### src/rtl/apb_target_mux_timeout.sv
// APB fabric stage: one upstream master fanned out to NUM_TARGETS targets decoded on a paddr field,
// with an error response for unmapped addresses and an access-phase timeout that aborts hung targets.
module apb_target_mux_timeout #(
  parameter int NUM_TARGETS    = 4,
  parameter int SEL_MSB        = 31,
  parameter int SEL_LSB        = 28,
  parameter int TIMEOUT_CYCLES = 256
) (
  input  logic                       clk,
  input  logic                       reset_n,
  input  logic [31:0]                apb_request__paddr,
  input  logic                       apb_request__penable,
  input  logic                       apb_request__psel,
  input  logic                       apb_request__pwrite,
  input  logic [31:0]                apb_request__pwdata,
  output logic [31:0]                apb_response__prdata,
  output logic                       apb_response__pready,
  output logic                       apb_response__perr,
  output logic [31:0]                tgt_apb_request__paddr,
  output logic                       tgt_apb_request__penable,
  output logic                       tgt_apb_request__pwrite,
  output logic [31:0]                tgt_apb_request__pwdata,
  output logic [NUM_TARGETS-1:0]     tgt_apb_request__psel,
  input  logic [32*NUM_TARGETS-1:0]  tgt_apb_response__prdata,
  input  logic [NUM_TARGETS-1:0]     tgt_apb_response__pready,
  input  logic [NUM_TARGETS-1:0]     tgt_apb_response__perr,
  output logic                       timeout_event,
  output logic                       timeout_sticky,
  output logic [3:0]                 timeout_target,
  input  logic                       status_clear
);

  typedef enum logic [1:0] {
    ST_IDLE,
    ST_ACCESS,
    ST_ABORTED
  } state_t;

  localparam bit          TIMEOUT_EN   = (TIMEOUT_CYCLES != 0);
  localparam logic [15:0] TIMEOUT_LAST = 16'((TIMEOUT_CYCLES == 0) ? 0 : TIMEOUT_CYCLES - 1);

  state_t      state_q, state_d;
  logic [3:0]  idx_q, idx_d;
  logic        unmapped_q, unmapped_d;
  logic [15:0] cnt_q, cnt_d;
  logic        sticky_q;
  logic [3:0]  tgt_q;

  logic        setup;
  logic [3:0]  sel_field;
  logic        sel_mapped;
  logic [3:0]  psel_idx;
  logic        psel_en;
  logic        abort;

  logic [NUM_TARGETS-1:0] hit;
  logic [NUM_TARGETS-1:0] rd_col [32];
  logic [31:0]            sel_prdata;
  logic                   sel_pready;
  logic                   sel_perr;

  assign setup      = apb_request__psel & ~apb_request__penable;
  assign sel_field  = 4'(apb_request__paddr[SEL_MSB:SEL_LSB]);
  assign sel_mapped = ({1'b0, sel_field} < 5'(NUM_TARGETS));

  // Response mux on the registered index, built as a one-hot AND-OR per data bit.
  for (genvar g = 0; g < NUM_TARGETS; g++) begin : g_hit
    assign hit[g]                   = (idx_q == 4'(g));
    assign tgt_apb_request__psel[g] = psel_en & (psel_idx == 4'(g));
  end

  for (genvar b = 0; b < 32; b++) begin : g_rd_bit
    for (genvar g = 0; g < NUM_TARGETS; g++) begin : g_rd_tgt
      assign rd_col[b][g] = tgt_apb_response__prdata[32*g + b];
    end
    assign sel_prdata[b] = |(rd_col[b] & hit);
  end

  assign sel_pready = |(hit & tgt_apb_response__pready);
  assign sel_perr   = |(hit & tgt_apb_response__perr);

  always_comb begin
    // NOTE: every signal driven here gets a default first so no path can infer a latch.
    state_d              = state_q;
    idx_d                = idx_q;
    unmapped_d           = unmapped_q;
    cnt_d                = cnt_q;
    psel_idx             = idx_q;
    psel_en              = 1'b0;
    abort                = 1'b0;
    apb_response__prdata = '0;
    apb_response__pready = 1'b0;
    apb_response__perr   = 1'b0;

    unique case (state_q)
      ST_IDLE, ST_ABORTED: begin
        if (setup) begin
          // Decode is visible to the target in the setup cycle itself, then held in idx_q.
          idx_d      = sel_field;
          unmapped_d = ~sel_mapped;
          cnt_d      = '0;
          psel_idx   = sel_field;
          psel_en    = sel_mapped;
          state_d    = ST_ACCESS;
        end else if (!apb_request__psel) begin
          cnt_d   = '0;
          state_d = ST_IDLE;
        end
      end

      ST_ACCESS: begin
        if (!apb_request__psel) begin
          cnt_d   = '0;
          state_d = ST_IDLE;
        end else if (unmapped_q) begin
          if (apb_request__penable) begin
            apb_response__pready = 1'b1;
            apb_response__perr   = 1'b1;
            state_d              = ST_IDLE;
          end
        end else begin
          psel_en = 1'b1;
          if (apb_request__penable) begin
            apb_response__prdata = sel_prdata;
            apb_response__pready = sel_pready;
            apb_response__perr   = sel_perr & sel_pready;
            if (sel_pready) begin
              cnt_d   = '0;
              state_d = ST_IDLE;
            end else if (TIMEOUT_EN && cnt_q == TIMEOUT_LAST) begin
              // A ready target in this same cycle takes the branch above instead.
              abort                = 1'b1;
              psel_en              = 1'b0;
              apb_response__prdata = '0;
              apb_response__pready = 1'b1;
              apb_response__perr   = 1'b1;
              cnt_d                = '0;
              state_d              = ST_ABORTED;
            end else if (TIMEOUT_EN) begin
              cnt_d = cnt_q + 16'd1;
            end
          end
        end
      end

      default: state_d = ST_IDLE;
    endcase
  end

  always_ff @(posedge clk or negedge reset_n) begin
    if (!reset_n) begin
      state_q    <= ST_IDLE;
      idx_q      <= '0;
      unmapped_q <= 1'b0;
      cnt_q      <= '0;
      sticky_q   <= 1'b0;
      tgt_q      <= '0;
    end else begin
      // NOTE: state registers use non-blocking assignment so every flop samples pre-edge values.
      state_q    <= state_d;
      idx_q      <= idx_d;
      unmapped_q <= unmapped_d;
      cnt_q      <= cnt_d;
      if (abort) begin
        sticky_q <= 1'b1;
        tgt_q    <= idx_q;
      end else if (status_clear) begin
        sticky_q <= 1'b0;
      end
    end
  end

  assign timeout_event            = abort;
  assign timeout_sticky           = sticky_q;
  assign timeout_target           = tgt_q;
  assign tgt_apb_request__paddr   = apb_request__paddr;
  assign tgt_apb_request__penable = apb_request__penable;
  assign tgt_apb_request__pwrite  = apb_request__pwrite;
  assign tgt_apb_request__pwdata  = apb_request__pwdata;

endmodule

### config.mk
export PLATFORM = sky130hd
export DESIGN_NAME = apb_target_mux_timeout
export DESIGN_NICKNAME = d
export VERILOG_FILES = /design/src/rtl/apb_target_mux_timeout.sv
export SDC_FILE = /design/constraint.sdc
export NUM_CORES = 1
export LEC_CHECK = 0
export ABC_AREA = 1
export CORE_AREA = 4 4 122 124
export CTS_CLUSTER_DIAMETER = 150
export DETAILED_ROUTE_END_ITERATION = 16
export DIE_AREA = 0 0 126 128
export GPL_ROUTABILITY_DRIVEN = 0
export MAX_ROUTING_LAYER = met4
export PLACE_DENSITY = 0.69
export REMOVE_ABC_BUFFERS = 1
export SLEW_MARGIN = 20
export SYNTH_ARGS = -nofsm -noshare
export SYNTH_HDL_FRONTEND = slang
export SYNTH_SLANG_ARGS = --single-unit
### constraint.sdc
create_clock -name clk -period 4 [get_ports clk]
set_clock_uncertainty 0.15 [all_clocks]
set_input_delay 1.2 -clock clk [delete_from_list [all_inputs] [get_ports clk]]
set_output_delay 1.2 -clock clk [all_outputs]
set_load 0.03 [all_outputs]
After elaboration in Yosys (flattened, before gate mapping) --
Index checks and enable logic that the tools add are counted.
Cells by class: add/subtract/negate cells 1, $lt $le $gt $ge 1, eq/ne operators 13, mux-type cells 52, bitwise operators 42, reduce and logical (&&, ||, !) cells 43
Operators by type and width (count):
- two-way mux 32 bit | 6
- bitwise AND 4 bit | 34
- OR reduction 4 bit | 34
- two-way mux 16 bit | 7
- case mux 16 bit (2 select lines) | 1
- two-way mux 1 bit | 26
- adder 16 x 1 -> 16 bit (second input constant) | 1
- == test 16 x 8 -> 1 bit (second input constant) | 1
- == test 4 x 2 -> 1 bit (second input constant) | 4
- two-way mux 2 bit | 8
- != test 3 bit (second input constant) | 3
- == test 4 x 1 -> 1 bit (second input constant) | 2
- logical NOT 4 bit | 2
- two-way mux 4 bit | 2
- bitwise AND 1 bit | 6
- != test 5 bit (second input constant) | 1
- less-than comparator 4 x 3 -> 1 bit (second input constant) | 1
- case mux 2 bit (2 select lines) | 1
- AND reduction 4 bit | 1
- nonzero test 2 bit | 2
- AND reduction 3 bit | 1
- == test 2 x 1 -> 1 bit (second input constant) | 1
- == test 2 bit (second input constant) | 1
- logical NOT 2 bit | 1
- 4 further kinds | 5
Word-level totals: flip-flop bits (word level) 28, input port bits 206, output and inout port bits 110

Longest topological paths before layout --
depth after elaboration 10, gate-level depth with buffers 11, gate-level depth less buffers 11

Worst setup path after synthesis --
No wires, ideal clock.
path type input to output, start in apb_request__penable, end out tgt_apb_request__psel[2], arrival 2.565 ns, path slack 0.085 ns, stages 10, buffers on the path 1, cell sequence buf_2 inv_2 nand3_2 inv_1 nand2_1 o21ai_1 nand2_1 nor2_1 nand2_1 a21oi_1
On the way: word-level cells in the longest chain between the ends 6
Ends and longest elaborated chain:
- start: declaration | RTL line 12 | input logic apb_request__penable,
- inverter 1 bit | RTL line 62 | assign setup = apb_request__psel & ~apb_request__penable;
- bitwise AND 1 bit | RTL line 62
- two-way mux 4 bit | RTL line 97 | if (setup) begin
- two-way mux 4 bit
- == test 4 x 2 -> 1 bit | RTL line 69 | assign tgt_apb_request__psel[g] = psel_en & (psel_idx == 4'(g));
- bitwise AND 1 bit * | RTL line 69
- end: declaration | RTL line 23 | output logic [NUM_TARGETS-1:0] tgt_apb_request__psel,
Mark *: on every way between the ends. The rest lies on a longest branch, timed or not.

Final worst setup path --
start in tgt_apb_response__pready[2], end out apb_response__prdata[12]
On the way: word-level cells in the longest chain between the ends 7
Ends and longest elaborated chain:
- start: declaration | RTL line 25 | input logic [NUM_TARGETS-1:0] tgt_apb_response__pready,
- bitwise AND 4 bit | RTL line 79 | assign sel_pready = |(hit & tgt_apb_response__pready);
- OR reduction 4 bit | RTL line 79
- two-way mux 32 bit | RTL line 127 | if (sel_pready) begin
- two-way mux 32 bit | RTL line 123 | if (apb_request__penable) begin
- two-way mux 32 bit | RTL line 115 | end else if (unmapped_q) begin
- two-way mux 32 bit | RTL line 112 | if (!apb_request__psel) begin
- two-way mux 32 bit | RTL line 95 | unique case (state_q)
- end: declaration | RTL line 16 | output logic [31:0] apb_response__prdata,
Every way passes these cells.

==> impl_metrics.py <==
metrics = {
    "synth": {
        "synth_area_leaders": "dfrtp_1, nand2_1, buf_4",
        "avgSynthCellArea_um2": 5.98,
        "syn-cell-area_um2": 3510,
        "yosysSeqAreaShare_pct": 20.0,
        "ys_types": 33,
        "syn_inst": 587,
        "netlist.area_leader.share_pct": 20.0,
        "yosys_warnings": 0,
        "synth-edff-count": 0,
        "synthFlopType": "dfrtp_1",
        "ys_ff_latch": 28,
        "synth_async_sr_flop_share_pct": 100,
        "yosysTopAreaCell": "dfrtp_1",
    },
    "die": {
        "initial_core_util_pct": 25.5,
        "die_h_um": 128,
        "io_pins": 316,
        "fp.dieArea_um2": 16100,
        "row_count": 43,
        "die_w_um": 126,
        "core_area_um2": 13800,
    },
    "routing": {
        "drt_iter0_drc": 289,
        "viasPerCell": 4.75,
        "drtPass1Iterations": 5,
        "vias": 4287,
        "drc_errors": 0,
        "wl_per_cell_um": 19.3,
        "wl_um": 17400,
        "ant_nets": 0,
    },
    "timing": {
        "maxSlewHeadroom_pct": 56.2,
        "final-max-slew-violation-count": 0,
        "fin_crit_ns": 3.93,
        "max_freq_mhz": 255,
        "setup_viol": 0,
        "hold_viol": 0,
        "rsz0062_at_grt": "true",
        "worst_pin_slew_ns": 0.656,
        "whs_ns": 0.324,
        "min_period_over_period_pct": 98.1,
    },
    "worst_setup_path": {
        "path_delay_family": "buffers and inverters",
        "crit_top_cell": "nand2_2",
        "end_kind": "output port",
        "crit_type": "in2out",
        "cp_max_fo": 32,
        "max_stage_delay_ns": 0.46,
        "worstPathArrival_ns": 2.58,
        "crit_path_start_kind": "primary input",
        "crit_slowest_cell": "clkdlybuf4s50_1",
        "crit_buf_inv": 3,
        "cp_data_required_time_ns": 2.65,
        "cp_cell_sequence": "clkdlybuf4s50_1 > nand3_1 > nand2_2 > nor2_4 > nand2_2 > nand2_4 > buf_12 > a31oi_2 > buf_6",
    },
    "global_routing": {
        "antenna_found_initial": 1,
        "grtUsageTotal_pct": 20.5,
        "grt_max_degree": 34,
        "overflow": 0,
        "grt_pass1_vias": 3954,
        "grt_pass1_wl_um": 24900,
    },
    "final_layout": {
        "area_delta_synth_final_pct": 51.6,
        "drive_gt1_share_pct": 15.5,
        "fin_nets": 929,
        "most-common-layout-cells": "clkdlybuf4s50_1, nand2_1, nor2_1",
        "layout_commonest_cell": "clkdlybuf4s50_1",
        "final_cell_area_um2": 5320,
        "utilization_pct": 38.6,
    },
    "power_and_ir_drop": {
        "ir_worst_vdd_v": 0.000153,
        "p_per_area_nw_per_um2": 183,
        "leakagePower_nw": 2.45,
    },
    "run": {
        "cap_violations": 0,
    },
    "clocking": {
        "htreeDepth": 1,
        "cts.sinks": 28,
        "cts.path.max_buffers": 2,
        "root_buffer": "clkbuf_16",
        "cts_tree": "done",
        "cts-buffers-inserted": 3,
        "clk_pin_slew_worst_paths_ns": 0.07,
        "clk_latency_ns": 0.27,
    },
    "worst_hold_path": {
        "hold_class": "reg2reg",
    },
    "place": {
        "placed_cell_area_um2": 5150,
        "hpwl_um": 13500,
        "io_buffers": 193,
    },
    "outcome": {
        "status": "finished clean",
    },
}
==> what timing repair did <==
action,in CTS,in global routing
gates resized for setup,7,20
pin swaps,1,3
hold buffers,0,0
buffers inserted,1,0
setup endpoints to repair,9,21
==> power by group <==
group / leakage [nW] / total [mW] / switching (mW) / internal (mW)
Clock: 0.0442 / 0.254 / 0.100 / 0.154
Sequential: 0.374 / 0.311 / 0.0184 / 0.293
Combinational: 2.03 / 0.410 / 0.203 / 0.207
Total: 2.45 / 0.976 / 0.322 / 0.654
==> cells in the mapped netlist (5+ instances only) <==
cell      instances
nand3_1          58
nand4_1          13
buf_4            67
nor2_4            5
o21ai_0          11
inv_2             7
a21oi_1          11
a211oi_1         27
nand2_1         152
dfrtp_1          28
inv_1            68
clkbuf_1          6
nor2_1           88
buf_2             9
==> routing by layer <==
metal  routed length, um  track usage [%]  share of wire, %  vias to the layer above
met4                 136             2.27              0.78                        0
li1                    -                -                 -                     2069
met1                7250             25.4                42                     1956
met5                   0                -                 0                        -
met2                7470             28.7                43                      254
met3                2580             13.5                15                        8
==> cell type report <==
class / instances / area, um2
sequential: 28 / 701
tap: 180 / 225
fill: 1469 / 8450
inverter: 75 / 282
timing repair buffer: 217 / 2040
clock buffer: 4 / 88.8
multi-input combinational: 397 / 1980
antenna: 1 / 2.50
==> cell families after synthesis <==
kind of cell / count (synthesis) / synth area share, %
AND/OR/NAND/NOR: 333 / 42.0
buffers and inverters: 162 / 25.5
AO/OA/AOI/OAI: 61 / 11.7
flip-flops: 28 / 20.0
XOR/XNOR: 2 / 0.499
adder cells (fa/ha/maj): 1 / 0.357
==> per-stage QoR <==
step | power, mW | worst slack, ns | setup TNS, ns | std cells
2_1_floorplan | 0.467 | -0.643 | -19.40 | 500
3_3_place_gp | 0.717 | -0.118 | -0.475 | 896
3_5_place_dp | 0.719 | -0.139 | -0.621 | 896
4_1_cts | 0.981 | 0.0218 | 0 | 901
5_1_grt | 1.04 | -0.0507 | -0.118 | 902
6_report | 0.976 | 0.0744 | 0 | 902
==> worst paths after layout <==
kind	from	end	slack, ns	depth (start not counted)
max	tgt_apb_response__pready[2]	apb_response__prdata[12]	0.07	9
min	timeout_target[2]$_DFFE_PN0P_	timeout_target[2]$_DFFE_PN0P_	0.32	2
max reg2reg	cnt_q[0]$_DFFE_PN0P_	cnt_q[14]$_DFFE_PN0P_	1.93	11
min reg2reg	timeout_target[2]$_DFFE_PN0P_	timeout_target[2]$_DFFE_PN0P_	0.32	2
max in group asynchronous	reset_n	timeout_target[1]$_DFFE_PN0P_	2.25	2
min in group asynchronous	reset_n	cnt_q[15]$_DFFE_PN0P_	1.16	2
==> worst reg2reg max path: cells and delay by family, from the launching register on <==
family                     cells  cell delay [ns]
adders and majority gates      1             0.19
DFF                            1             0.43
and+or+nand+nor                6             0.74
buffers and inverters          3             0.35
AOI/OAI and AO/OA              1             0.10
==> flip-flops by register name, indices dropped and copies added, names as in the netlist <==
name	flops
cnt_q	16
idx_q	4
timeout_target	4
state_q	2
timeout_sticky	1
unmapped_q	1
Note: power is estimated with default switching activity, not from simulation.
